File: src/rtl/gcd_operand_sequencer.sv
// Feeds operand pairs into the shared-bus GCD core and returns its result over a
// valid/ready handshake, with a zero-operand bypass and a hung-run timeout.
module gcd_operand_sequencer #(
    parameter int W       = 16,
    parameter int LEAD    = 2,
    parameter int TIMEOUT = 1024
) (
    input  logic         clk,
    input  logic         rst_n,
    input  logic         in_valid,
    output logic         in_ready,
    input  logic [W-1:0] in_a,
    input  logic [W-1:0] in_b,
    output logic         gcd_start,
    output logic [W-1:0] gcd_data,
    input  logic         gcd_done,
    input  logic [W-1:0] gcd_result,
    output logic         out_valid,
    input  logic         out_ready,
    output logic [W-1:0] out_result,
    output logic         out_timeout,
    output logic         busy
);

    localparam int LW = (LEAD > 1) ? $clog2(LEAD + 1) : 1;
    localparam int TW = $clog2(TIMEOUT + 1);

    typedef enum logic [2:0] {
        IDLE,
        START,
        LOAD_A,
        LOAD_B,
        WAIT,
        DONE
    } state_t;

    state_t         state;
    logic [W-1:0]   op_a;
    logic [W-1:0]   op_b;
    logic [LW-1:0]  lead_cnt;
    logic [TW-1:0]  wait_cnt;
    logic [TW-1:0]  wait_next;

    always_comb begin
        wait_next = wait_cnt + TW'(1);
    end

    always_ff @(posedge clk) begin
        if (!rst_n) begin
            state       <= IDLE;
            op_a        <= '0;
            op_b        <= '0;
            lead_cnt    <= '0;
            wait_cnt    <= '0;
            in_ready    <= 1'b1;
            gcd_start   <= 1'b0;
            gcd_data    <= '0;
            out_valid   <= 1'b0;
            out_result  <= '0;
            out_timeout <= 1'b0;
            busy        <= 1'b0;
        end else begin
            case (state)
                IDLE: begin
                    if (in_valid && in_ready) begin
                        op_a     <= in_a;
                        op_b     <= in_b;
                        in_ready <= 1'b0;
                        busy     <= 1'b1;
                        // A zero operand would never terminate in the subtractive core.
                        if (in_a == '0 || in_b == '0) begin
                            state       <= DONE;
                            out_valid   <= 1'b1;
                            out_result  <= in_a | in_b;
                            out_timeout <= 1'b0;
                        end else begin
                            state     <= START;
                            gcd_start <= 1'b1;
                            gcd_data  <= '0;
                            lead_cnt  <= '0;
                        end
                    end
                end
                START: begin
                    if (lead_cnt == LW'(LEAD - 1)) begin
                        state    <= LOAD_A;
                        gcd_data <= op_a;
                    end else begin
                        lead_cnt <= lead_cnt + LW'(1);
                    end
                end
                LOAD_A: begin
                    state    <= LOAD_B;
                    gcd_data <= op_b;
                end
                LOAD_B: begin
                    state    <= WAIT;
                    wait_cnt <= '0;
                end
                WAIT: begin
                    // done wins over a timeout landing on the same cycle
                    if (gcd_done) begin
                        state       <= DONE;
                        gcd_start   <= 1'b0;
                        gcd_data    <= '0;
                        out_valid   <= 1'b1;
                        out_result  <= gcd_result;
                        out_timeout <= 1'b0;
                    end else if (wait_next == TW'(TIMEOUT)) begin
                        state       <= DONE;
                        gcd_start   <= 1'b0;
                        gcd_data    <= '0;
                        out_valid   <= 1'b1;
                        out_result  <= '0;
                        out_timeout <= 1'b1;
                    end else begin
                        wait_cnt <= wait_next;
                    end
                end
                DONE: begin
                    if (out_ready) begin
                        state     <= IDLE;
                        out_valid <= 1'b0;
                        in_ready  <= 1'b1;
                        busy      <= 1'b0;
                        lead_cnt  <= '0;
                        wait_cnt  <= '0;
                    end
                end
                default: state <= IDLE;
            endcase
        end
    end

endmodule

File: config.mk
export PLATFORM = sky130hd
export DESIGN_NAME = gcd_operand_sequencer
export DESIGN_NICKNAME = d
export VERILOG_FILES = /design/src/rtl/gcd_operand_sequencer.sv
export SDC_FILE = /design/constraint.sdc
export NUM_CORES = 1
export LEC_CHECK = 0
export CAP_MARGIN = 0
export CORE_ASPECT_RATIO = 0.75
export CORE_UTILIZATION = 50
export CTS_CLUSTER_SIZE = 14
export DETAILED_ROUTE_END_ITERATION = 8
export DONT_BUFFER_PORTS = 1
export PLACE_DENSITY = 0.68
export RECOVER_POWER = 100
export SETUP_SLACK_MARGIN = 0.4
export SLEW_MARGIN = 20
export SYNTH_ARGS = -nofsm -noshare
export SYNTH_HDL_FRONTEND = slang
export SYNTH_SLANG_ARGS = --single-unit
export TNS_END_PERCENT = 100
File: constraint.sdc
create_clock -name clk -period 2.1 [get_ports clk]
set_input_delay 0.63 -clock clk [delete_from_list [all_inputs] [get_ports clk]]
set_output_delay 0.63 -clock clk [all_outputs]
set_load 0.1 [all_outputs]
==> flow_summary.ini, run 1 <==
[status]
status = complete, no violations

[pwr]
p_per_area_mw_per_mm2 = 1320
vdd_drop_max_v = 0.000716
fin_total_pwr_mw = 6.86
leakage_nw = 2.29

[min_path]
hp-class = primary input to flip-flop

[global_route]
antenna_found_initial = 0
grt_pass1_wl_mm = 19.3
grt.overflow.total = 0
grt_pass1_vias = 3823
grt_max_degree = 94
grt_usage_pct = 29.3

[detailed_routing]
dr.pass1.iters = 6
detail_route.wl_per_cell_um = 18.5
drt-initial-drc-count = 326
via_count = 4075
drc = 0
wl_mm = 12.5
antenna_left = 0
via_per_inst = 6.01

[critical_path]
path_cells = clkbuf_1 -> or2_4 -> buf_6 -> or3_1 -> clkbuf_2 -> nand2_1 -> a21boi_0
critPathSlowestCell = or3_1
required_ps = 2360
startpoint_type = flip-flop
worstPathArrival_ps = 2300
critical_path.endpoint_type = flip-flop
critPathKind = flip-flop to flip-flop
slowest_delay_ps = 350
worstPathMaxFanout = 20

[synthesis]
ys_ff_latch = 85
synthArstFlopShare_pct = 0
ys.warnings.count = 0
synth.most_common_cell = nand2_1
yosys.cell_types.count = 57
synth_common_cells = nand2_1 (111), dfxtp_1 (85), a21oi_1 (43)
synth_ff_type = dfxtp_1
syn-cell-area_mm2 = 0.00415
synth_enable_flop_cells = 0
avgSynthCellArea_um2 = 8.18
ys_seq_area_share_pct = 41.0
ys_top_cells_by_area = dfxtp_1 (41%), nand2_1 (10%), a21oi_1 (5.2%)
syn_inst = 508
synth_area_leader_cell = dfxtp_1
netlist.area_leader.share_pct = 41.0
synth_nets = 563

[clock_tree]
cts_buffer_depth = 2
cts_made_buffers = 9
cts_root_buf = clkbuf_8
h-tree-depth = 3
cts_tree = done
hold_buffers = 0
clkTransAtPathRegs_ps = 90
cts.sinks = 85
insertion_delay_ps = 360

[sta]
fmax_ghz = 0.489
post-route-period-util_pct = 97.3
whs_ps = 353
fin_setup_tns_ps = 0
finalSetupViolCount = 0
tightest_slew_ps = 586
fin_worst_skew_ps = 9.13
layout_min_cycle_time_ps = 2040
rsz0062_at_grt = yes
relSlewSlack_pct = 60.9
drv_slew = 0
hold_violations = 0

[cells_and_area]
multi_input_area_mm2 = 0.00249
drive_gt1_share_pct = 26.2
area_delta_synth_final_pct = 25.3
diodes = 0
fillers = 671
nets = 623
seqCellArea_mm2 = 0.00172
final_util_pct = 65.4

[floorplanning]
rows = 28
fp.dieH_um = 80.9
start_util_pct = 52.2
fp.coreArea_mm2 = 0.00795
die_w_um = 107
die_area_mm2 = 0.00868
ios = 90

[place]
hpwl_mm = 8.02
gp_congestion = 0.859
numPortBuffers = 0

[flow_run]
maxCapViolations = 0
==> metrics by stage <==
step           instances  area (µm²)  setup WS [ps]
6_report             678        5200           56.2
5_1_grt              678        5200          -18.6
4_1_cts              669        5260           59.9
3_5_place_dp         639        4790           -124
3_3_place_gp         639        4790          -52.8
2_1_floorplan        508        4340            138
==> final cells by class <==
class	count	share of cell area (%)
clock inverter	4	0.697
multi-input combinational	383	47.9
inverter	4	0.289
tap	105	2.52
sequential	85	33.0
clock buffer	12	3.20
timing repair buffer	85	12.5
==> placed cells by master, fill, tap and decap left out, types with 3 or more instances in the layout <==
cell type	n
nor3_4	4
o211a_1	17
a21boi_1	14
buf_6	7
nor2b_1	5
o21ai_0	7
inv_1	4
dfxtp_2	5
nor4_2	8
clkbuf_4	3
buf_12	3
a21boi_0	21
o21ai_1	6
a21oi_2	6
a21oi_1	38
or2_4	3
buf_4	26
nand2b_1	4
nand3_1	21
nand3b_1	4
dfxtp_1	78
clkbuf_1	4
clkbuf_8	10
nor2_1	28
a22oi_1	16
and3_1	3
nand4_1	3
nand2_1	109
mux2i_1	17
clkbuf_2	40
a31oi_1	7
==> kinds of logic after synthesis <==
group | count (synthesis) | synth area share [%]
and+or+nand+nor | 214 | 25.1
AOI/OAI and AO/OA | 146 | 24.2
xor gates and xnor gates | 2 | 0.422
adders and majority gates | 2 | 0.602
DFF | 85 | 41.0
buffers and inverters | 42 | 4.61
muxes | 17 | 4.10
==> state kept, by name, summed over array words and instances, names as in the netlist, 2 cells and up <==
name,cells
wait_cnt,11
op_b,16
gcd_data,16
op_a,16
lead_cnt,2
out_result,16
state,3
==> power by group <==
| group | internal [mW] | total (mW) | switching, mW |
|---|---|---|---|
| logic | 1.02 | 3.58 | 2.56 |
| clock network | 0.552 | 1.17 | 0.620 |
| registers | 1.95 | 2.10 | 0.154 |
==> what timing repair did <==
item                                    in CTS  in global routing
endpoints found under the setup margin      78                 86
gates cloned                                 4                  1
hold endpoints to repair                     0                  0
gates resized for setup                     31                 17
setup buffers                               10                  8
pin swaps                                    8                  8
==> critical path: cells and delay by family (launching register included) <==
| kind | cells | cell delay, ps |
|---|---|---|
| compound gates | 1 | 90 |
| buf+inv | 3 | 690 |
| flops | 1 | 320 |
| simple gates | 3 | 840 |
==> metal layers <==
layer  wire length [µm]  GRT usage [%]  vias up
met4                282           10.7        0
met5                  0              0        -
met1               5300           37.3     1943
met2               5750           47.0      181
met3               1190           9.07       30
li1                   -              -     1921
==> worst paths after layout <==
check / slack (ps) / startpoint / cells after the start / end
max: 60 / state[0]$_SDFFE_PN0P_ / 7 / op_b[13]$_SDFFE_PN0P_
min: 350 / rst_n / 1 / in_ready$_SDFFE_PN1P_
max reg2reg: 60 / state[0]$_SDFFE_PN0P_ / 7 / op_b[13]$_SDFFE_PN0P_
min reg2reg: 460 / op_b[11]$_SDFFE_PN0P_ / 2 / op_b[11]$_SDFFE_PN0P_
(Power assumes the default switching activity.)
==> run 2, diff against run 1 <==
--- a/config.mk
+++ b/config.mk
@@ -18,4 +18,3 @@
 export SYNTH_ARGS = -nofsm -noshare
 export SYNTH_HDL_FRONTEND = slang
 export SYNTH_SLANG_ARGS = --single-unit
-export TNS_END_PERCENT = 100
==> results of run 2 <==
Final layout, timing and power as in run 1 (identical DEF).
==> run 3, diff against run 2 <==
--- a/config.mk
+++ b/config.mk
@@ -7,11 +7,11 @@
 export LEC_CHECK = 0
 export CAP_MARGIN = 0
 export CORE_ASPECT_RATIO = 0.75
+export CORE_MARGIN = 3
 export CORE_UTILIZATION = 50
 export CTS_CLUSTER_SIZE = 14
 export DETAILED_ROUTE_END_ITERATION = 8
 export DONT_BUFFER_PORTS = 1
-export PLACE_DENSITY = 0.68
 export RECOVER_POWER = 100
 export SETUP_SLACK_MARGIN = 0.4
 export SLEW_MARGIN = 20
==> constraint.sdc (replaced) <==
create_clock -name clk -period 1.9 [get_ports clk]
set_input_delay 0.57 -clock clk [delete_from_list [all_inputs] [get_ports clk]]
set_output_delay 0.57 -clock clk [all_outputs]
set_load 0.1 [all_outputs]
==> flow_summary.ini, run 3 (same netlist as run 1, synthesis figures left out) <==
[place]
hpwl_mm = 8.28
gp_congestion = 0.902
dpl.cell_count = 647
placed_area_mm2 = 0.00476
numPortBuffers = 0

[sta]
finalSetupViolCount = 52
layout_min_cycle_time_ps = 2020
drv_slew = 0
fmax_ghz = 0.494
post-route-period-util_pct = 107
rsz0062_at_grt = yes
fin_ws_ps = -124
fin_setup_tns_ps = -4300
hold_violations = 0
relSlewSlack_pct = 61.6
tightest_slew_ps = 575
fin_worst_skew_ps = 13.1

[global_route]
grt_max_degree = 94
grt_usage_pct = 28.2
grt_pass1_wl_mm = 21.4
antenna_found_initial = 0
grt_pass1_vias = 4174
grt.overflow.total = 0

[floorplanning]
fp.dieH_um = 84.9
start_util_pct = 52.0
die_w_um = 111
fp.coreArea_mm2 = 0.00799
die_area_mm2 = 0.00945
rows = 28
ios = 90

[cells_and_area]
stdcell_count = 690
drive_gt1_share_pct = 41.9
final_cell_area_mm2 = 0.00564
final_cell_mix = nand2_1 (78), dfxtp_1 (46), a21oi_1 (37)
final_common_cell = nand2_1
diodes = 0
nets = 635
area_delta_synth_final_pct = 35.9

[detailed_routing]
wl_mm = 13.7
dr.pass1.iters = 7
drt-initial-drc-count = 337
drc = 0
via_per_inst = 6.11
antenna_left = 0
via_count = 4215
detail_route.wl_per_cell_um = 19.9

[critical_path]
critPathSlowestCell = or4_4
critPathKind = flip-flop to flip-flop
startpoint_type = flip-flop
slowest_delay_ps = 540
ff2ff_setup_slack_ps = -120
worstPathMaxFanout = 17
required_ps = 2150
critical_path.endpoint_type = flip-flop
worstPathArrival_ps = 2270
path_cells = or4_4 -> nor4_4 -> o21ai_2 -> a21oi_2 -> o211ai_1 -> buf_12 -> mux2i_1

[pwr]
p_per_area_mw_per_mm2 = 1440
leakage_nw = 2.56
fin_total_pwr_mw = 8.13
vdd_drop_max_v = 0.000914

[clock_tree]
cts_root_buf = clkbuf_8
cts.sinks = 85
h-tree-depth = 3
hold_buffers = 0
cts_made_buffers = 9
cts_buffer_depth = 2
insertion_delay_ps = 370
clkTransAtPathRegs_ps = 90
cts_tree = done

[min_path]
hp-class = primary input to flip-flop

[flow_run]
maxCapViolations = 0

[status]
status = finished with violations
violations = negative setup slack
==> run 3: cell count changes in the layout (fill, tap and decap cells not counted), sizes merged <==
cell    delta
buf       +32
bufinv     +1
clkbuf    -20
clkinv     +1
inv        -1
nor3       -1
==> run 3: through the flow <==
stage	hold slack, ps	utilization [%]	setup WS (ps)
2_1_floorplan	435	-	-43.2
3_3_place_gp	443	59.6	-192
3_5_place_dp	448	59.6	-251
4_1_cts	271	74.2	-114
5_1_grt	302	70.7	-231
6_report	307	70.7	-124
==> run 3: power by group <==
group / internal, mW / total (mW) / switching, mW
Combinational: 1.37 / 4.43 / 3.06
Sequential: 2.20 / 2.38 / 0.188
Clock: 0.647 / 1.31 / 0.665
==> run 3: final cells by class <==
| cell class | instances | area, µm² |
|---|---|---|
| multi-input combinational | 382 | 2730 |
| clock buffer | 11 | 141 |
| timing repair buffer | 98 | 810 |
| tap | 105 | 131 |
| clock inverter | 5 | 57.6 |
| fill | 613 | 2340 |
| inverter | 4 | 15.0 |
| sequential | 85 | 1760 |
==> run 3: worst paths after layout <==
| path | from | to | cells past startpoint |
|---|---|---|---|
| setup reg to reg | wait_cnt[5]$_SDFFE_PN0P_ | out_result[15]$_SDFFE_PN0P_ | 7 |
| hold reg to reg | op_a[5]$_SDFFE_PN0P_ | op_a[5]$_SDFFE_PN0P_ | 2 |
| hold / removal | in_b[7] | op_b[7]$_SDFFE_PN0P_ | 2 |
| setup / recovery | wait_cnt[5]$_SDFFE_PN0P_ | out_result[15]$_SDFFE_PN0P_ | 7 |
==> run 3: metal layers <==
layer	routed length [µm]	up-vias	GRT usage, %
met5	0	-	0
met4	298	0	7.18
met3	1280	32	8.55
met2	6520	200	45.6
met1	5640	2037	37.1
li1	-	1946	-
==> run 3: repair_timing <==
| action | CTS | global route |
|---|---|---|
| setup endpoints to repair | 121 | 108 |
| cloned | 7 | 0 |
| resized for setup | 234 | 73 |
| pin swaps | 34 | 22 |
| buffers inserted | 17 | 3 |
==> run 3: critical path, delay by kind of cell (launching register included) <==
family,cells,cell delay (ps)
and+or+nand+nor,2,780
AOI/OAI and AO/OA,3,460
DFF,1,350
buffers and inverters,1,200
muxes,1,130
